### src/rtl/cpu_params_pkg.sv
// Shared CPU parameters and the write-back buffer entry type.
package cpu_params_pkg;

  localparam int MAX_GPR = 16;
  localparam int RSZ     = 32;
  localparam int GPR_ASZ = $clog2(MAX_GPR);

  // valid means live: cleared when the entry drains or is squashed by a newer pipe write
  typedef struct packed {
    logic               valid;
    logic [GPR_ASZ-1:0] addr;
    logic [RSZ-1:0]     data;
  } wb_entry_t;

  function automatic logic [MAX_GPR-1:0] gpr_onehot(input logic [GPR_ASZ-1:0] a);
    return MAX_GPR'(1) << a;
  endfunction

endpackage

### src/rtl/rbus_intf.sv
// Single register-file write port.
interface RBUS_intf ();

  logic                                Rd_wr;
  logic [cpu_params_pkg::GPR_ASZ-1:0]  Rd_addr;
  logic [cpu_params_pkg::RSZ-1:0]      Rd_data;

  modport master (output Rd_wr, Rd_addr, Rd_data);
  modport slave  (input  Rd_wr, Rd_addr, Rd_data);

endinterface

### src/rtl/wb_buf.sv
// In-order buffer of long-latency results awaiting the register-file write port.
module wb_buf
  import cpu_params_pkg::*;
#(
  parameter  int DEPTH = 2,
  localparam int CW    = $clog2(DEPTH + 1),
  localparam int PW    = $clog2(DEPTH)
) (
  input  logic               clk_in,
  input  logic               reset_in,
  input  logic               enq,
  input  logic [GPR_ASZ-1:0] enq_addr,
  input  logic [RSZ-1:0]     enq_data,
  input  logic               deq,
  input  logic               squash,
  input  logic [GPR_ASZ-1:0] squash_addr,
  output wb_entry_t          head,
  output logic [CW-1:0]      cnt,
  output logic [MAX_GPR-1:0] pend_mask
);

  wb_entry_t       ent [DEPTH];
  logic [PW-1:0]   wr_ptr;
  logic [PW-1:0]   rd_ptr;

  function automatic logic [PW-1:0] ptr_inc(input logic [PW-1:0] p);
    return (p == PW'(DEPTH - 1)) ? '0 : p + 1'b1;
  endfunction

  // Squash runs before the tail write so an entry enqueued this cycle stays live.
  always_ff @(posedge clk_in) begin
    if (reset_in) begin
      wr_ptr <= '0;
      rd_ptr <= '0;
      cnt    <= '0;
      for (int i = 0; i < DEPTH; i++) ent[i] <= '0;
    end else begin
      for (int i = 0; i < DEPTH; i++) begin
        if (squash && ent[i].valid && (ent[i].addr == squash_addr))
          ent[i].valid <= 1'b0;
      end
      if (deq) begin
        ent[rd_ptr].valid <= 1'b0;
        rd_ptr            <= ptr_inc(rd_ptr);
      end
      if (enq) begin
        ent[wr_ptr] <= '{valid: 1'b1, addr: enq_addr, data: enq_data};
        wr_ptr      <= ptr_inc(wr_ptr);
      end
      case ({enq, deq})
        2'b10:   cnt <= cnt + 1'b1;
        2'b01:   cnt <= cnt - 1'b1;
        default: cnt <= cnt;
      endcase
    end
  end

  assign head = ent[rd_ptr];

  always_comb begin
    pend_mask = '0;
    for (int i = 0; i < DEPTH; i++) begin
      if (ent[i].valid) pend_mask = pend_mask | gpr_onehot(ent[i].addr);
    end
    pend_mask[0] = 1'b0;
  end

endmodule

### src/rtl/gpr_wr_arb.sv
// Arbitrates the single GPR write port between the unstallable pipe result and buffered long-latency results.
module gpr_wr_arb
  import cpu_params_pkg::*;
#(
  parameter  int BUF_DEPTH = 2,
  localparam int CW        = $clog2(BUF_DEPTH + 1)
) (
  input  logic               clk_in,
  input  logic               reset_in,
  input  logic               pipe_wr,
  input  logic [GPR_ASZ-1:0] pipe_addr,
  input  logic [RSZ-1:0]     pipe_data,
  input  logic               ll_valid,
  output logic               ll_ready,
  input  logic [GPR_ASZ-1:0] ll_addr,
  input  logic [RSZ-1:0]     ll_data,
  RBUS_intf.master           gpr_bus,
  output logic [MAX_GPR-1:0] pend_mask,
  output logic [CW-1:0]      buf_cnt
);

  logic      pipe_sel;
  logic      enq;
  logic      deq;
  wb_entry_t head;

  assign pipe_sel = pipe_wr && (pipe_addr != '0);
  assign ll_ready = buf_cnt < CW'(BUF_DEPTH);
  assign enq      = ll_valid && ll_ready && (ll_addr != '0);
  // A squashed head still pops in its slot, it just produces no write.
  assign deq      = !pipe_sel && (buf_cnt != '0);

  wb_buf #(.DEPTH(BUF_DEPTH)) u_buf (
    .clk_in      (clk_in),
    .reset_in    (reset_in),
    .enq         (enq),
    .enq_addr    (ll_addr),
    .enq_data    (ll_data),
    .deq         (deq),
    .squash      (pipe_sel),
    .squash_addr (pipe_addr),
    .head        (head),
    .cnt         (buf_cnt),
    .pend_mask   (pend_mask)
  );

  always_ff @(posedge clk_in) begin
    if (reset_in) begin
      gpr_bus.Rd_wr   <= 1'b0;
      gpr_bus.Rd_addr <= '0;
      gpr_bus.Rd_data <= '0;
    end else if (pipe_sel) begin
      gpr_bus.Rd_wr   <= 1'b1;
      gpr_bus.Rd_addr <= pipe_addr;
      gpr_bus.Rd_data <= pipe_data;
    end else if (deq && head.valid) begin
      gpr_bus.Rd_wr   <= 1'b1;
      gpr_bus.Rd_addr <= head.addr;
      gpr_bus.Rd_data <= head.data;
    end else begin
      gpr_bus.Rd_wr   <= 1'b0;
    end
  end

endmodule

### src/flat_wrapper.sv
// flat-port wrapper written by rule: the top's interface ports become plain ports
module gpr_wr_arb_flat import cpu_params_pkg::*;
#(
  parameter  int BUF_DEPTH = 2,
  localparam int CW        = $clog2(BUF_DEPTH + 1)
)
  (clk_in, reset_in, pipe_wr, pipe_addr, pipe_data, ll_valid, ll_ready, ll_addr, ll_data, pend_mask, buf_cnt, gpr_bus_Rd_wr, gpr_bus_Rd_addr, gpr_bus_Rd_data);
  RBUS_intf gpr_bus_i ();
  input  logic clk_in;
  input  logic reset_in;
  input  logic pipe_wr;
  input  logic [GPR_ASZ-1:0] pipe_addr;
  input  logic [RSZ-1:0] pipe_data;
  input  logic ll_valid;
  output logic ll_ready;
  input  logic [GPR_ASZ-1:0] ll_addr;
  input  logic [RSZ-1:0] ll_data;
  output logic [MAX_GPR-1:0] pend_mask;
  output logic [CW-1:0] buf_cnt;
  output wire logic [$bits(gpr_bus_i.Rd_wr)-1:0] gpr_bus_Rd_wr;
  output wire logic [$bits(gpr_bus_i.Rd_addr)-1:0] gpr_bus_Rd_addr;
  output wire logic [$bits(gpr_bus_i.Rd_data)-1:0] gpr_bus_Rd_data;
  assign gpr_bus_Rd_wr = gpr_bus_i.Rd_wr;
  assign gpr_bus_Rd_addr = gpr_bus_i.Rd_addr;
  assign gpr_bus_Rd_data = gpr_bus_i.Rd_data;
  gpr_wr_arb #(.BUF_DEPTH(BUF_DEPTH)) u_core (.clk_in(clk_in), .reset_in(reset_in), .pipe_wr(pipe_wr), .pipe_addr(pipe_addr), .pipe_data(pipe_data), .ll_valid(ll_valid), .ll_ready(ll_ready), .ll_addr(ll_addr), .ll_data(ll_data), .gpr_bus(gpr_bus_i), .pend_mask(pend_mask), .buf_cnt(buf_cnt));
endmodule
### config.mk
export PLATFORM = sky130hd
export DESIGN_NAME = gpr_wr_arb_flat
export DESIGN_NICKNAME = d
export VERILOG_FILES = /design/src/rtl/cpu_params_pkg.sv /design/src/rtl/rbus_intf.sv /design/src/rtl/wb_buf.sv /design/src/rtl/gpr_wr_arb.sv /design/src/flat_wrapper.sv
export SDC_FILE = /design/constraint.sdc
export NUM_CORES = 1
export LEC_CHECK = 0
export BUFFER_PORTS_ARGS = -buffer_cell sky130_fd_sc_hd__buf_2
export CAP_MARGIN = 20
export CORE_UTILIZATION = 53
export DETAILED_ROUTE_END_ITERATION = 8
export GPL_ROUTABILITY_DRIVEN = 0
export GPL_TIMING_DRIVEN = 0
export MAX_ROUTING_LAYER = met4
export PLACE_DENSITY = 0.77
export SYNTH_ARGS = -nofsm -noshare
export SYNTH_HDL_FRONTEND = slang
export SYNTH_SLANG_ARGS = --single-unit
### constraint.sdc
create_clock -name clk_in -period 4.8 [get_ports clk_in]
set_input_delay 0.24 -clock clk_in [delete_from_list [all_inputs] [get_ports clk_in]]
set_output_delay 0.24 -clock clk_in [all_outputs]
set_load 0.05 [all_outputs]
After elaboration in Yosys (flattened, before gate mapping). Memories as Yosys holds them, arrays and structs flattened. A register that Yosys moved wholly into a read port is not among the register bits. Index checks and enable logic that the tools add are counted.

Register bits: 41. RAM bits: 74. Bits of input ports: 76. Output and inout bits: 56. Word-level logic and storage cells: 69. Memories: 1.

Memories: u_core.u_buf.ent (depth 2, bits a word 37, read ports 3, clocked after memory_dff 1, wr ports 3, RTL line wb_buf.sv:22) `wb_entry_t ent [DEPTH];`.

$add $sub $neg: 4. $lt $le $gt $ge: 1. Equality and inequality tests: 4. Shift-type cells: 2. Mux-type cells: 32. Bitwise gates (word level): 3. Reductions and logical operators: 16.

Operators with widths (count): $mux 32 (2); $mux 37 (1); $reduce_or 37->1 (1); $mux 16 (2); $shl 1x4->16 const A (2); $mux 1 (23); $or 16x16->16 (1); $logic_and 1x1->1 (9); $eq 4x4->1 (2); $mux 4 (2); $reduce_bool 4->1 (2); $reduce_bool 2->1 (3); $pmux 2 s2 (1); $add 1x1->1 const B (2); $add 2x1->2 const B (1); $eq 2x1->1 const B (1); $eq 2x2->1 const B (1); $lt 2x2->1 const B (1); $mux 2 (1); $or 1x1->1 (2); $sub 2x1->2 const B (1); $logic_not 1->1 (1).

Longest topological paths before layout. Gate-level depths: netlist of run 1.

Word-level depth: 9. Depth in mapped cells: 7. Gate-level depth less buffers: 6.

Cells and area by module. A second synthesis of run 1 with hierarchy kept.

Cell total of the unflattened synthesis: 480. Area, all modules: 5393.9 µm².

Modules (own cells, without submodules): wb_buf (instances 1, cells an instance 270, area each 3757.4 µm²); gpr_wr_arb (instances 1, cells an instance 210, area each 1636.6 µm²).

Least setup slack after synthesis of run 1. OpenSTA, ideal clock, no wires.

Kind: register to register. From: register u_core.u_buf.cnt[1]. To: memory u_core.u_buf.ent[0][0] (netlist name), enable pin. Library setup time: 479 ps. Arrival time: 3717 ps. Data required time: 4321 ps. Slack: 604 ps. Cell stages (with the launch flop): 4. Buffers on the path: 0. Path through: dfxtp_1 inv_1 nand3_2 o21ai_0.

RTL lines: start: declaration (RTL line wb_buf.sv:18) `output logic [CW-1:0] cnt,`; start signal: assignment (RTL line wb_buf.sv:51) `2'b10: cnt <= cnt + 1'b1;`; start signal: assignment (RTL line wb_buf.sv:52) `2'b01: cnt <= cnt - 1'b1;`; start signal: assignment (RTL line wb_buf.sv:53) `default: cnt <= cnt;`; end: declaration (RTL line wb_buf.sv:22).

==> metrics.md, run 1 <==
| Metric | Value |
|---|---|
| Post-synth EDFFs | `72` |
| Multi-input gate area | `2060 um^2` |
| Net switching power | `1210 uW` |
| First-pass GRT wire length | `21,200 um` |
| Logic pwr share | `28.9%` |
| Sw Share | `33.9%` |
| Clk Latency, worst-skew pair | `0.52 ns` |
| Syn. warnings | `0` |
| Final Setup Violations | `0` |
| Total Routed Length | `14,000 um` |
| Dpl hpwl | `9010 um` |
| Startpoint types | `flip-flop` |
| Fin crit share | `48.3%` |
| Register area | `3040 um^2` |
| Setup ws final | `2.48 ns` |
| Resize count post-CTS | `0` |
| All-Layer GR Usage | `28.5%` |
| Worst hold path type | `primary input to flip-flop` |
| I/O Pins | `132` |
| Synth async-reset ratio | `0%` |
| Layout cell share with drive strength beyond 1 | `28.2%` |
| Layout fillers | `690` |
| Fin. max-slew vios | `0` |
| Clk_skew | `0.00976 ns` |
| Unique masters post-synth | `38` |
| Max VDD drop | `0.292 mV` |
| CTS Root Cell | `clkbuf_8` |
| Iteration count of the initial detailed-routing pass | `5` |
| Initial Util | `55.8%` |
| Total CTS buffers | `17` |
| Launch point of the worst path | `u_core.u_buf.cnt[1]` |
| Residual DRC | `0` |
| Chip Height | `102 um` |
| Initial antenna violation count | `0` |
| Synth Net Count | `553` |
| Crit path largest cell delay | `0.75 ns` |
| Failing checks | `hold timing` |
| Die Footprint | `10,300 um^2` |
| Clock power frac | `33.9%` |
| Top_reg_cell synth | `edfxtp_1` |
| P_int | `2350 uW` |
| Number of synthesized register bits | `116` |
| Cell Chain, Critical Path | `inv_1 > nand3_2 > nor3b_1 > buf_6 > or2_2` |
| FF-to-FF Start | `u_core.u_buf.cnt[1]` |
| Mapped Cells | `476` |
| Vias in the first global route | `4,300` |
| Sequential power share | `37.3%` |
| Bufs on Longest Clock Path | `2` |
| Slowest cell on crit path | `or2_2` |
| Startpoint of the worst hold path | `pipe_data[5]` |
| DRT iter0 DRCs | `229` |
| Register area share after synthesis | `57.9%` |
| # clock sinks | `116` |
| Largest net degree at the start of global routing | `37` |
| Mean Syn Cell Area | `11.0 um^2` |
| Slew headroom | `34.7%` |
| Maximum clock rate | `431 MHz` |
| Die Span X | `102 um` |
| Port Buf Inserts | `130` |
| Worst slew pin tran | `0.971 ns` |
| Core Area | `9420 um^2` |
| Layout area overhead | `31.1%` |
| Critical Path RT | `4.93 ns` |
| Crit-path leading delay family | `simple AND/OR/NAND/NOR gates` |
| H-tree Lvls | `4` |
| Register-to-register setup slack | `2.48 ns` |
| Setup Crit Path Kind | `flip-flop to flip-flop` |
| Max-capacitance violation count | `0` |
| # rows | `35` |
| ANT nets after route | `0` |
| Grt total ovfl | `0` |
| Buf+Inv Stages, Crit Path | `2` |
| Setup slack at placement | `2.45 ns` |
| Pleak | `0.00281 uW` |
| Routed via count | `4,479` |
| RSZ-0062 raised after global routing | `no` |
| Worst-path clk slew | `0.05 ns` |
| Status | `finished, violations left` |
| CTS tree | `done` |
| Maximum fanout along the worst path | `36` |
| # nets final | `725` |
| Crit. End Element | `flip-flop` |
| Pwr Total | `3560 uW` |
| Fin crit period | `2.32 ns` |
| WHS | `-0.00135 ns` |
| Fin. Hold Viols | `1` |
| Synthesized area | `5250 um^2` |
| PwrDens | `517 nW/um^2` |
| Critical Path AT | `2.45 ns` |
| DR WL/cell | `17.8 um` |
| Drt via density | `5.68` |
==> sequential cells by signal, indices dropped and copies added (netlist names), named ones only <==
signal and cells:
u_core.u_buf.cnt 2, u_core.u_buf.wr_ptr 1, u_core.u_buf.ent 74, u_core.u_buf.rd_ptr 1, u_core.gpr_bus.Rd_data 32, u_core.gpr_bus.Rd_wr 1, u_core.gpr_bus.Rd_addr 4
==> metrics by stage <==
stage                     instance area (um^2)  util (%)  setup TNS (ns)  std cells
after global placement                    6070      64.4           -6.70        735
after CTS                                 6850      72.8               0        785
final                                     6890      73.1               0        789
after floorplan                           5250         -               0        476
after detailed placement                  6100      64.8               0        736
after global routing                      6880      73.1               0        788
==> power groups by stage <==
| stage | clock, uW | combinational [uW] | sequential, uW |
|---|---|---|---|
| floorplan | 0 | 546 | 1500 |
| global placement | 0 | 950 | 1340 |
| detailed placement | 0 | 990 | 1340 |
| CTS | 1200 | 1020 | 1320 |
| global route | 1250 | 1100 | 1340 |
| finish | 1210 | 1030 | 1330 |
==> worst reg2reg max path, cell delays in order, from the launching register on <==
cell	delay [ns]
dfxtp_1	0.36
inv_1	0.13
nand3_2	0.18
nor3b_1	0.33
buf_6	0.20
or2_2	0.75
==> final cells by class <==
class | instances | share of cell area [%]
sequential | 116 | 44.2
multi-input combinational | 324 | 29.9
timing repair buffer | 153 | 13.0
clock buffer | 19 | 6.12
tap | 129 | 2.34
buffer | 34 | 2.22
clock inverter | 11 | 2.00
inverter | 2 | 0.109
antenna | 1 | 0.0363
==> per-layer routing <==
layer | vias to the layer above | wire length, um | track usage, % | part of all wire [%]
met4 | 0 | 360 | 11.1 | 2.6
met3 | 38 | 898 | 5.94 | 6.4
met1 | 2141 | 5490 | 32.6 | 39
li1 | 2091 | - | - | -
met2 | 209 | 7300 | 48.8 | 52
met5 | - | 0 | - | 0
==> placed cells by master, fill, tap and decap left out, drive strengths merged, types with 5 or more instances in the layout <==
cell         instances
buf                142
mux2                 5
nand2               36
edfxtp              72
clkbuf              42
dlygate4sd3         22
o21ai               35
clkinv               7
and2                73
xnor2                5
dfxtp               44
nand3               37
nor3                11
mux2i               32
nor2                 5
xor2                 6
o22ai               47
==> path summary, 6_finish.rpt <==
check | endpoint | cells past startpoint
max | u_core.u_buf.ent[1][24] | 5
min | u_core.gpr_bus.Rd_data[5] | 3
min reg2reg | u_core.gpr_bus.Rd_addr[3] | 2
max reg2reg | u_core.u_buf.ent[1][24] | 5
==> cell families after synthesis <==
family          after synthesis  share of synthesized area [%]
other cells                   1                         0.0714
buf+inv                      36                           3.05
xor+xnor                     11                           1.83
simple gates                180                           18.8
fa+ha+maj                     1                          0.238
compound gates               94                           10.9
mux                          37                           7.24
flops                       116                           57.9
==> repair_timing <==
action / 4_1_cts / 5_1_grt
buffers inserted: 0 / 0
setup endpoints to repair: 0 / 0
endpoints found under the hold margin: 19 / 3
hold buffers: 19 / 3
==> cell usage after synthesis, types with 2 or more instances <==
master | count | area (um^2)
mux2i_1 | 32 | 320
nor2_1 | 5 | 18.8
dfxtp_1 | 44 | 881
xor2_1 | 6 | 52.6
and2_1 | 73 | 457
a221oi_1 | 4 | 35.0
o21ai_0 | 32 | 160
o22ai_1 | 47 | 294
o21ai_1 | 3 | 15.0
nor3_1 | 11 | 55.1
edfxtp_1 | 72 | 2160
nand2b_1 | 4 | 25.0
xnor2_1 | 5 | 43.8
or2_2 | 4 | 25.0
a21oi_1 | 4 | 20.0
nand3b_1 | 4 | 30.0
clkbuf_2 | 2 | 10.0
mux2_2 | 4 | 45.0
buf_2 | 9 | 45.0
clkbuf_1 | 21 | 78.8
nand2_1 | 36 | 135
nand3_1 | 36 | 180
a41o_1 | 2 | 20.0
or3b_2 | 2 | 17.5
No activity file was read; power rests on OpenSTA's default activity.
==> run 2, diff against run 1 <==
clock period = 2.3 ns   (was 4.8 ns; I/O delays follow)
==> metrics.md, run 2 (synthesized netlist as in run 1, its figures left out) <==
| Metric | Value |
|---|---|
| Vias in the first global route | `4,703 (+9.4%)` |
| Most flop-heavy register | `u_core.u_buf.ent` |
| Grt total ovfl | `0 (unchanged)` |
| Max-capacitance violation count | `0 (unchanged)` |
| Worst-path clk slew | `0.06 ns (about the same)` |
| Critical Path AT | `1.99 ns (-0.46 ns)` |
| Total Routed Length | `14,700 um (+5.0%)` |
| Pleak | `0.00303 uW (+7.7%)` |
| Worst slew pin tran | `0.708 ns (-0.264 ns)` |
| Core Area | `9420 um^2 (unchanged)` |
| Fin. Hold Viols | `0 (-1)` |
| Layout area overhead | `41.3%` |
| DR WL/cell | `17.6 um (-0.91%)` |
| Fin. max-slew vios | `0 (unchanged)` |
| Clk Latency, worst-skew pair | `0.52 ns (about the same)` |
| PwrDens | `1050 nW/um^2 (+100%)` |
| Slowest cell on crit path | `or3b_2` |
| Drt via density | `5.69 (+0.21%)` |
| Crit path largest cell delay | `0.54 ns (-0.21 ns)` |
| Setup Crit Path Kind | `flip-flop to output port` |
| Largest registers | `u_core.u_buf.ent: 74 flops, u_core.gpr_bus.Rd_data: 32 flops, u_core.gpr_bus.Rd_addr: 4 flops` |
| Commonest non-fill, non-tap cell in the layout | `buf_2` |
| Multi-input gate area | `2070 um^2 (+0.36%)` |
| # clock sinks | `116 (unchanged)` |
| Die Span X | `102 um (unchanged)` |
| H-tree Lvls | `4 (unchanged)` |
| Non-Filler Instances | `836 (+6.0%)` |
| Routed wl met2 | `7720 um (+5.8%)` |
| Startpoint types | `flip-flop` |
| Cell Chain, Critical Path | `or3b_2 > o22ai_1 > buf_2` |
| CTS Root Cell | `clkbuf_8` |
| Critical Path RT | `2.18 ns (-2.75 ns)` |
| Layout fillers | `579 (-16%)` |
| # rows | `35 (unchanged)` |
| Chip Height | `102 um (unchanged)` |
| Most frequent cells in the layout | `139 x buf_2, 73 x and2_1, 72 x edfxtp_1` |
| Max reg flops | `74 (unchanged)` |
| Iteration count of the initial detailed-routing pass | `5 (unchanged)` |
| I/O Pins | `132 (unchanged)` |
| Residual DRC | `0 (unchanged)` |
| ANT cells | `0 (-1)` |
| Die Footprint | `10,300 um^2 (unchanged)` |
| Worst hold path type | `primary input to flip-flop` |
| Met3 WL | `859 um (-4.3%)` |
| CTS tree | `done` |
| Largest net degree at the start of global routing | `37 (unchanged)` |
| Crit. End Element | `output port` |
| Final setup TNS | `0 ns (unchanged)` |
| Status | `completed` |
| Initial antenna violation count | `0 (unchanged)` |
| First-pass GRT wire length | `22,800 um (+7.5%)` |
| All-Layer GR Usage | `30.8% (+2.3 points)` |
| Layout cell share with drive strength beyond 1 | `26.9% (-1.4 points)` |
| Max VDD drop | `0.674 mV (+130%)` |
| Routed via count | `4,756 (+6.2%)` |
| Met1 Wirelength | `5710 um (+4.0%)` |
| Maximum clock rate | `475 MHz` |
| RSZ-0062 raised after global routing | `no` |
| DRT iter0 DRCs | `250 (+9.2%)` |
| Placed cells | `736 (unchanged)` |
| Total CTS buffers | `17 (unchanged)` |
| Fin crit period | `2.11 ns` |
| Bufs on Longest Clock Path | `2 (unchanged)` |
| Clk_skew | `0.00791 ns (-0.00185 ns)` |
| # nets final | `771 (+6.3%)` |
| Register area | `3040 um^2 (unchanged)` |
| Initial Util | `55.8% (unchanged)` |
| Final Setup Violations | `0 (unchanged)` |
| Uppermost layer routed | `met4` |
| ANT nets after route | `0 (unchanged)` |
| Port Buf Inserts | `130 (unchanged)` |
| Maximum fanout along the worst path | `6 (-83%)` |
| Slew headroom | `52.8% (+18 points)` |
| Fin crit share | `91.6%` |
| Dpl hpwl | `8930 um (-0.86%)` |
| Postcts setup bufs | `0 (unchanged)` |
## run 2: changes by cell type in the layout (fill, tap and decap cells not counted), moves of 2 or more
cell and change:
bufinv_16 +2, clkinv_2 -2, clkinvlp_4 +2, dlygate4sd3_1 +46
## run 2: power breakdown
group,switching (uW),internal [uW]
clock,927,1870
sequential,182,2580
combinational,1480,751
total,2590,5200
## run 2: final cells by class
| class | instances | area share (%) |
|---|---|---|
| Buffer | 34 | 2.06 |
| Tap cell | 129 | 2.17 |
| Timing Repair Buffer | 199 | 18.3 |
| Sequential cell | 116 | 41.0 |
| Inverter | 2 | 0.101 |
| Clock buffer | 19 | 5.68 |
| Multi-Input combinational cell | 324 | 27.9 |
| Clock inverter | 13 | 2.80 |
## run 2: final timing paths
kind | startpoint | cells past startpoint | slack, ns | endpoint
max | u_core.u_buf.ent[0][34] | 3 | 0.19 | pend_mask[1]
min | pipe_wr | 3 | 0.05 | u_core.gpr_bus.Rd_addr[3]
min reg2reg | u_core.gpr_bus.Rd_addr[3] | 2 | 0.52 | u_core.gpr_bus.Rd_addr[3]
max reg2reg | u_core.u_buf.cnt[1] | 5 | 0.22 | u_core.u_buf.ent[1][25]
## run 2: metrics by stage
step	setup WS [ns]	hold slack [ns]	cell area [um^2]	total power (uW)	utilization [%]
floorplan	0.00210	0.266	5270	4280	-
global route	0.137	0.0701	7420	8070	78.8
global placement	0.103	0.371	6080	4780	64.6
CTS	0.0320	0.0310	7420	7750	78.8
detailed placement	0.0458	0.379	6110	4860	64.9
finish	0.193	0.0515	7420	7790	78.8
## run 2: metal layers
metal | global-route usage (%) | vias to the layer above
li1 | - | 2180
met2 | 52.8 | 224
met1 | 35.1 | 2308
met5 | - | -
met4 | 15.1 | 0
met3 | 4.76 | 44
## run 2: worst max-delay path: cells and delay by family, from the launching register on
kind / cells / cell delay, ns
and+or+nand+nor: 1 / 0.54
DFF: 1 / 0.48
buffers and inverters: 1 / 0.29
AOI/OAI and AO/OA: 1 / 0.17
## run 2: timing repair
action,in CTS,in global routing
hold endpoints to repair,104,0
hold buffers,68,0
endpoints found under the setup margin,0,30
resized for setup,0,1
